==> config.mk <==
export PLATFORM = sky130hd
export DESIGN_NAME = level_pwm_driver
export DESIGN_NICKNAME = d
export VERILOG_FILES = /design/src/rtl/level_pwm_pkg.sv /design/src/rtl/level_ramp_channel.sv /design/src/rtl/level_pwm_driver.sv
export SDC_FILE = /design/constraint.sdc
export NUM_CORES = 1
export LEC_CHECK = 0
export BUFFER_PORTS_ARGS = -buffer_cell sky130_fd_sc_hd__buf_2
export CAP_MARGIN = 20
export CORE_MARGIN = 2
export CORE_UTILIZATION = 54
export DETAILED_ROUTE_END_ITERATION = 6
export MAX_ROUTING_LAYER = met4
export PLACE_DENSITY = 0.79
export SYNTH_ARGS = -nofsm -noshare
export SYNTH_HDL_FRONTEND = slang
export SYNTH_SLANG_ARGS = --single-unit
==> constraint.sdc <==
create_clock -name clock -period 2.25 [get_ports clock]
set_clock_uncertainty 0.2 [all_clocks]
set_input_delay 0.3375 -clock clock [delete_from_list [all_inputs] [get_ports clock]]
set_output_delay 0.3375 -clock clock [all_outputs]
set_load 0.01 [all_outputs]
==> src/rtl/level_pwm_pkg.sv <==
// Shared types and constants for the level ramp / PWM output stage.
// Used by the channel sub-module and the top.
package level_pwm_pkg;

  localparam int LVL_BITS_DEF = 3;
  localparam int LVL_MAX = (1 << LVL_BITS_DEF) - 1;
  localparam int BAR_W = 7;

  typedef enum logic [1:0] {
    HOLD = 2'd0,
    UP   = 2'd1,
    DOWN = 2'd2
  } ramp_state_t;

endpackage

==> src/rtl/level_ramp_channel.sv <==
// One slewed level channel: target compare, ramp FSM, current level,
// PWM duty compare and thermometer bargraph.
module level_ramp_channel
  import level_pwm_pkg::*;
#(
  parameter int LVL_BITS = 3,
  parameter int PWM_BITS = 5
) (
  input  logic                clock,
  input  logic                reset,
  input  logic                i_tick,
  input  logic [LVL_BITS-1:0] i_tgt,
  input  logic [PWM_BITS-1:0] i_pc,
  output logic                o_pwm,
  output logic [BAR_W-1:0]    o_bar,
  output logic                o_busy
);

  ramp_state_t               r_state;
  ramp_state_t               w_next;
  logic [LVL_BITS-1:0]       r_cur;
  logic [LVL_BITS-1:0]       w_cur_nxt;
  logic [PWM_BITS-1:0]       w_duty;
  logic [BAR_W-1:0]          w_bar;
  logic                      r_pwm;
  logic [BAR_W-1:0]          r_bar;

  always_ff @(posedge clock) begin
    if (reset) begin
      r_state <= HOLD;
      r_cur   <= '0;
      r_pwm   <= 1'b0;
      r_bar   <= '0;
    end else begin
      r_state <= w_next;
      r_cur   <= w_cur_nxt;
      r_pwm   <= (i_pc < w_duty);
      r_bar   <= w_bar;
    end
  end

  always_comb begin
    w_next = HOLD;
    unique case (1'b1)
      (r_cur < i_tgt): w_next = UP;
      (r_cur > i_tgt): w_next = DOWN;
      default:         w_next = HOLD;
    endcase
  end

  // Step from the live compare so a target change never overshoots.
  always_comb begin
    w_cur_nxt = r_cur;
    if (i_tick) begin
      case (w_next)
        UP:      w_cur_nxt = r_cur + LVL_BITS'(1);
        DOWN:    w_cur_nxt = r_cur - LVL_BITS'(1);
        default: w_cur_nxt = r_cur;
      endcase
    end
    w_duty = {r_cur, {(PWM_BITS-LVL_BITS){1'b0}}};
    w_bar = '0;
    for (int i = 0; i < BAR_W; i++) begin
      w_bar[i] = (int'(r_cur) > i);
    end
  end

  assign o_pwm  = r_pwm;
  assign o_bar  = r_bar;
  assign o_busy = (r_state != HOLD);

endmodule

==> src/rtl/level_pwm_driver.sv <==
// Volume/bass output stage: registers FSM levels, applies mute,
// shares one ramp divider and PWM counter across both channels.
module level_pwm_driver
  import level_pwm_pkg::*;
#(
  parameter int LVL_BITS = 3,
  parameter int PWM_BITS = 5,
  parameter int RAMP_DIV = 16
) (
  input  logic                clock,
  input  logic                reset,
  input  logic [LVL_BITS-1:0] vol_lvl,
  input  logic [LVL_BITS-1:0] bass_lvl,
  input  logic                mute,
  output logic                pwm_vol,
  output logic                pwm_bass,
  output logic [BAR_W-1:0]    vol_bar,
  output logic [BAR_W-1:0]    bass_bar,
  output logic                busy
);

  localparam int DW = (RAMP_DIV > 2) ? $clog2(RAMP_DIV) : 1;
  localparam logic [DW-1:0] DIV_LAST = DW'(RAMP_DIV - 1);

  logic [LVL_BITS-1:0] r_vol_lvl;
  logic [LVL_BITS-1:0] r_bass_lvl;
  logic                r_mute;
  logic [DW-1:0]       r_div;
  logic [PWM_BITS-1:0] r_pc;
  logic                w_tick;
  logic [LVL_BITS-1:0] w_tgt_vol;
  logic                w_busy_vol;
  logic                w_busy_bass;

  always_ff @(posedge clock) begin
    if (reset) begin
      r_vol_lvl  <= '0;
      r_bass_lvl <= '0;
      r_mute     <= 1'b0;
      r_div      <= '0;
      r_pc       <= '0;
    end else begin
      r_vol_lvl  <= vol_lvl;
      r_bass_lvl <= bass_lvl;
      r_mute     <= mute;
      r_div      <= w_tick ? '0 : r_div + DW'(1);
      r_pc       <= r_pc + PWM_BITS'(1);
    end
  end

  assign w_tick    = (r_div == DIV_LAST);
  assign w_tgt_vol = r_mute ? '0 : r_vol_lvl;

  level_ramp_channel #(
    .LVL_BITS(LVL_BITS),
    .PWM_BITS(PWM_BITS)
  ) u_vol (
    .clock  (clock),
    .reset  (reset),
    .i_tick (w_tick),
    .i_tgt  (w_tgt_vol),
    .i_pc   (r_pc),
    .o_pwm  (pwm_vol),
    .o_bar  (vol_bar),
    .o_busy (w_busy_vol)
  );

  level_ramp_channel #(
    .LVL_BITS(LVL_BITS),
    .PWM_BITS(PWM_BITS)
  ) u_bass (
    .clock  (clock),
    .reset  (reset),
    .i_tick (w_tick),
    .i_tgt  (r_bass_lvl),
    .i_pc   (r_pc),
    .o_pwm  (pwm_bass),
    .o_bar  (bass_bar),
    .o_busy (w_busy_bass)
  );

  assign busy = w_busy_vol | w_busy_bass;

endmodule

==> flow_summary.ini, run 1 <==
[timing]
timing.hold.ws_ns = 0.01461
slew_violations = 0
finalHoldViolations = 0
rsz0062_at_grt = false
setup_viol = 0
fmaxAchievable_ghz = 0.5278
finalCritPeriodShare_pct = 84.21
slew_headroom_pct = 74.62
final.min_clock_period_ns = 1.895
tightest_slew_ns = 0.3808
fin_setup_tns_ns = 0

[worst_setup_path]
r2r_cells = 6
crit_required_ns = 2.31
r2r-start = u_vol.r_cur[0]$_SDFFE_PP0P_
worstPathArrival_ns = 1.96
r2r_end = u_vol.r_cur[2]$_SDFFE_PP0P_
start_kind = flop
max_stage_delay_ns = 0.45
path_class = reg2reg
endpoint_kind = flop
cp_cell_sequence = inv_1 -> ha_1 -> nand2b_1 -> a21oi_1 -> o21ai_0 -> o211a_1
cp_top_family = compound AO/OA/AOI/OAI gates
critPathSlowestCell = dfxtp_1
rrSetupSlack_ns = 0.36
path_max_fanout = 7
cp_num_buf_inv = 1
startpoint = u_vol.r_cur[0]$_SDFFE_PP0P_

[synthesis]
ys_seq_area_share_pct = 47.36
synth_compound_area_share_pct = 11.21
netlist.area_leader.share_pct = 47.36
async_flop_share_pct = 0
synth_xor_xnor_area_share_pct = 3.946
synth_area_leaders = dfxtp_1 (47%), ha_1 (16%), nor2_1 (4.4%), nor2b_1 (3.2%), a21oi_1 (3.1%)
yosys.area_share.simple_pct = 17.76
synthAdderAreaFrac_pct = 16.21
synth_area_leader_cell = dfxtp_1
synthTopCellsByCount = dfxtp_1 (42), ha_1 (23), nor2_1 (21)
synth.most_common_cell = dfxtp_1
postSynthCellCount = 177
syn_area_mm2 = 0.001775
synth_edf_count = 0
synth.net_count = 209
synth_top_family_by_area = simple AND/OR/NAND/NOR gates
synthMuxAreaShare_pct = 0.5638
syn_avg_cell_area_um2 = 10.03
yosys.cell_types.count = 37
ys_ff_latch = 42
yosysWarnings = 0
ys.flop_type = dfxtp_1

[run_status]
run_status = completed

[clock_network]
cts_tree = yes
cts_buffers = 5
clk_latency_ns = 0.35
cts.sinks = 42
clockRootBuffer = clkbuf_4
path_clk_slew_ns = 0.11
h-tree-depth = 2
cts.path.max_buffers = 2

[power_and_ir_drop]
p_leak_nw = 0.9361
peakVddDrop_mv = 0.6529
total_power_mw = 1.333
powerDensity_mw_per_mm2 = 642.3

[floorplan]
ios = 26
start_util_pct = 57.22
placeableCoreArea_mm2 = 0.003103
die_area_mm2 = 0.003763
rows = 20
fp.dieW_um = 61.34
die_h_um = 61.34

[min_path]
hold_depth = 2
min_path_type = in2reg
hp-start = vol_lvl[2]
worst_hold_path.endpoint = r_vol_lvl[2]$_SDFF_PP0_

[grt]
overflow = 0
grt_pass1_wl_um = 5126
grt_pass1_vias = 1227
antenna_found_initial = 0
grt_max_degree = 19
grt_usage_pct = 19.85

[finish]
area_growth_pct = 16.91
finalNetCount = 243
n_antenna_cell = 0
layout-drive-gt1-share_pct = 19.81

[drt]
viasPerCell = 5.109
num_vias = 1308
drt-initial-drc-count = 56
ant_nets = 0
drcViolationCount = 0
routedWlPerCell_um = 11.95
first_pass_iters = 4
wl_um = 3060

[placement]
portBuffers = 25
dp_hpwl_um = 2227
gp_congestion = 0.7659

[job]
max-cap-violations = 0
-- layer usage --
metal	share of wire (%)	vias to the layer above	GRT usage (%)
li1	-	668	-
met1	43	605	21.20
met2	52	29	33.43
met3	4.2	6	7.563
met4	1.3	0	7.295
met5	0	-	-
-- per-stage QoR --
step	setup slack, ns	cell area, µm²	utilization, %	instances
finish	0.3553	2076	66.90	256
global route	0.2159	2076	66.90	256
CTS	0.3588	2076	66.90	256
detailed placement	0.3983	1948	62.78	243
global placement	0.5049	1948	62.78	243
floorplan	0.5945	1775	-	177
-- power by group --
group          leakage (nW)  internal (mW)  switching, mW
registers             0.342          0.764         0.0120
clock network        0.0450          0.230          0.235
logic                 0.549         0.0439         0.0477
-- registers in the layout, summed over array words and instances (netlist names) --
signal	flops
r_bass_lvl	3
r_div	4
r_mute	1
r_pc	5
r_vol_lvl	3
u_bass.o_bar	7
u_bass.o_pwm	1
u_bass.r_cur	3
u_bass.r_state	2
u_vol.o_bar	7
u_vol.o_pwm	1
u_vol.r_cur	3
u_vol.r_state	2
-- placed cells by master (no fill, tap or decap), types with 2 or more instances in the layout --
master,synthesis,layout
clkbuf_4,0,5
nor3_1,4,4
dfxtp_1,42,42
clkinv_2,0,2
inv_1,8,8
o21ai_0,2,2
nand2b_1,6,6
nor2b_1,9,9
nor2_1,21,21
dlygate4sd3_1,0,5
nand2_1,5,5
inv_2,2,2
and3_1,3,3
o21ai_1,3,3
buf_2,0,25
xnor2_1,5,5
a211oi_1,3,3
nand3_1,4,4
ha_1,23,23
a21oi_1,11,11
xor2_1,3,3
-- cells by family after synthesis --
kind of cell	after synthesis
adders and majority gates	23
and+or+nand+nor	60
DFF	42
AOI/OAI and AO/OA	29
buffers and inverters	14
xor gates and xnor gates	8
muxes	1
-- how the worst max path moves through the flow --
stage,endpoint,slack (ns),cells past startpoint
after floorplan,u_vol.r_cur[2]$_SDFFE_PP0P_,0.59,6
after global placement,u_vol.r_cur[2]$_SDFFE_PP0P_,0.50,6
after detailed placement,u_vol.r_cur[2]$_SDFFE_PP0P_,0.40,6
after CTS,busy,0.36,2
after global routing,u_vol.r_cur[2]$_SDFFE_PP0P_,0.22,6
final,u_vol.r_cur[2]$_SDFFE_PP0P_,0.36,6
-- repair_timing --
item,CTS,global route
endpoints found under the setup margin,0,0
buffers inserted,0,0
resized for setup,0,0
hold buffers,5,0
hold endpoints to repair,5,0
-- layout make-up --
type	instances	area, µm²
multi-input cells	121	882.1
flip-flops and latches	42	840.8
well taps	44	55.05
inverters	10	37.54
repair buffers	31	182.7
fillers	254	1027
clock inverters	3	40.04
clock buffers	5	37.54
(Power assumes the default switching activity.)
==> run 2, diff against run 1 <==
==> constraint.sdc (replaced) <==
create_clock -name clock -period 1.9 [get_ports clock]
set_clock_uncertainty 0.2 [all_clocks]
set_input_delay 0.285 -clock clock [delete_from_list [all_inputs] [get_ports clock]]
set_output_delay 0.285 -clock clock [all_outputs]
set_load 0.01 [all_outputs]
==> run 2 against run 1 <==
  * Sequential power up 19%
  * Cell count up 1.2%
  * Global-route usage up 0.98 points
  * Worst setup slack worse by 0.26 ns
  * Sequential cell count unchanged
  * Via count up 3.5%
  * Sequential share of layout area down 0.60 points
  * Critical path depth down 4
  * Critical endpoint is now busy
  * Highest routed layer unchanged
==> flow_summary.ini, run 2 (synthesized netlist as in run 1, its figures left out) <==
[run_status]
run_status = completed

[drt]
drt-initial-drc-count = 48
drcViolationCount = 0
num_vias = 1354
wl_um = 3287
routedWlPerCell_um = 12.69
viasPerCell = 5.228
ant_nets = 0
first_pass_iters = 4

[power_and_ir_drop]
power_frac_comb_pct = 7.2
peakVddDrop_mv = 0.5954
power.switching_mw = 0.3489
p_seq_share_pct = 58.2
clkPwrFrac_pct = 34.6
p_sw_share_pct = 22.06
p_leak_nw = 0.9501
p_int_mw = 1.233
powerDensity_mw_per_mm2 = 750.6

[timing]
rsz0062_at_grt = false
tightest_slew_ns = 0.3249
slew_violations = 0
fin_setup_tns_ns = 0
final.min_clock_period_ns = 1.805
fmaxAchievable_ghz = 0.5539
finalCritPeriodShare_pct = 95.03
setup_viol = 0
finalHoldViolations = 0
slew_headroom_pct = 78.34

[min_path]
min_path_type = in2reg
hp-start = reset
hold_depth = 2
worst_hold_path.endpoint = u_bass.r_state[0]$_SDFF_PP0_

[floorplan]
start_util_pct = 57.22
placeableCoreArea_mm2 = 0.003103
ios = 26
die_area_mm2 = 0.003763
fp.dieW_um = 61.34
die_h_um = 61.34
rows = 20

[grt]
use_met3_pct = 7.563
grt_usage_pct = 20.83
busiest_layer = met2
overflow = 0
gr-usage-met2_pct = 36.17
grtUsageMet1_pct = 21.70
grt_pass1_vias = 1291
antenna_found_initial = 0
grt_pass1_wl_um = 5388
grt_max_degree = 19

[worst_setup_path]
path_class = reg2out
r2r-start = u_bass.r_cur[0]$_SDFFE_PP0P_
worstPathArrival_ns = 1.32
crit_required_ns = 1.41
path_max_fanout = 1
rrSetupSlack_ns = 0.13
r2r_end = u_bass.r_cur[2]$_SDFFE_PP0P_
start_kind = flop
endpoint_kind = primary output
r2r_cells = 6

[finish]
final_common_cell = dfxtp_1
layout_common_cells = dfxtp_1 (42), buf_2 (25), ha_1 (23)
num-fill-cells = 272
final_util_pct = 67.90
layout-drive-gt1-share_pct = 20.47
area_growth_pct = 18.68
finalNetCount = 246
n_antenna_cell = 0

[placement]
dp_hpwl_um = 2457
portBuffers = 25
gp_congestion = 0.7498

[clock_network]
clk_latency_ns = 0.35
cts.path.max_buffers = 2
cts_tree = yes
clockRootBuffer = clkbuf_4
cts_buffers = 5
cts.sinks = 42
h-tree-depth = 2
path_clk_slew_ns = 0.12

[job]
max-cap-violations = 0
-- run 2: changes by cell type in the layout (fill, tap and decap cells not counted), sizes merged --
| cell | delta |
|---|---|
| buf | +1 |
| dlygate4sd3 | +2 |
-- run 2: worst max path at each step --
stage | slack [ns] | startpoint | endpoint
2_1_floorplan | 0.24 | u_vol.r_cur[0]$_SDFFE_PP0P_ | u_vol.r_cur[2]$_SDFFE_PP0P_
3_3_place_gp | 0.24 | u_vol.r_cur[1]$_SDFFE_PP0P_ | u_vol.r_cur[0]$_SDFFE_PP0P_
3_5_place_dp | 0.13 | r_mute$_SDFF_PP0_ | u_vol.r_cur[2]$_SDFFE_PP0P_
4_1_cts | 0.08 | u_vol.r_state[1]$_SDFF_PP0_ | busy
5_1_grt | 0.01 | u_vol.r_state[1]$_SDFF_PP0_ | busy
6_report | 0.09 | u_vol.r_state[1]$_SDFF_PP0_ | busy
-- run 2: power groups by stage --
stage	sequential, mW	clock [mW]	combinational, mW
after floorplan	0.936	0	0.0739
after global placement	0.938	0	0.0928
after detailed placement	0.940	0	0.102
after CTS	0.920	0.568	0.113
after global routing	0.924	0.615	0.125
final	0.920	0.548	0.114
-- run 2: cell type report --
cell class                      count  area, µm²  area share [%]
Timing Repair Buffer               34      210.2           9.976
Sequential cell                    42      840.8           39.90
Clock buffer                        5      37.54           1.781
Multi-Input combinational cell    121      885.9           42.04
Inverter                           10      37.54           1.781
Tap cell                           44      55.05           2.613
Clock inverter                      3      40.04           1.900
-- run 2: metrics by stage --
stage	setup WS [ns]	cell area, µm²	hold slack [ns]	total power [mW]	instances
floorplan	0.2445	1775	0.2132	1.010	177
global placement	0.2428	1956	0.2286	1.030	244
detailed placement	0.1292	1956	0.2545	1.042	244
CTS	0.07622	2103	0.07891	1.601	259
global route	0.01434	2107	0.08877	1.663	259
finish	0.09450	2107	0.09749	1.582	259
-- run 2: routing by layer --
metal	wire length (µm)	vias to the layer above
li1	-	677
met1	1351	650
met2	1758	21
met3	124	6
met4	53	0
met5	0	-
-- run 2: timing repair --
action,in CTS,in global routing
setup buffers,0,0
resized for setup,0,1
hold endpoints to repair,7,0
hold buffers,7,0
setup endpoints to repair,0,1
-- run 2: critical path: stages (launching register included) --
cell and delay, ns:
dfxtp_1 0.31, or4_1 0.51, buf_2 0.15
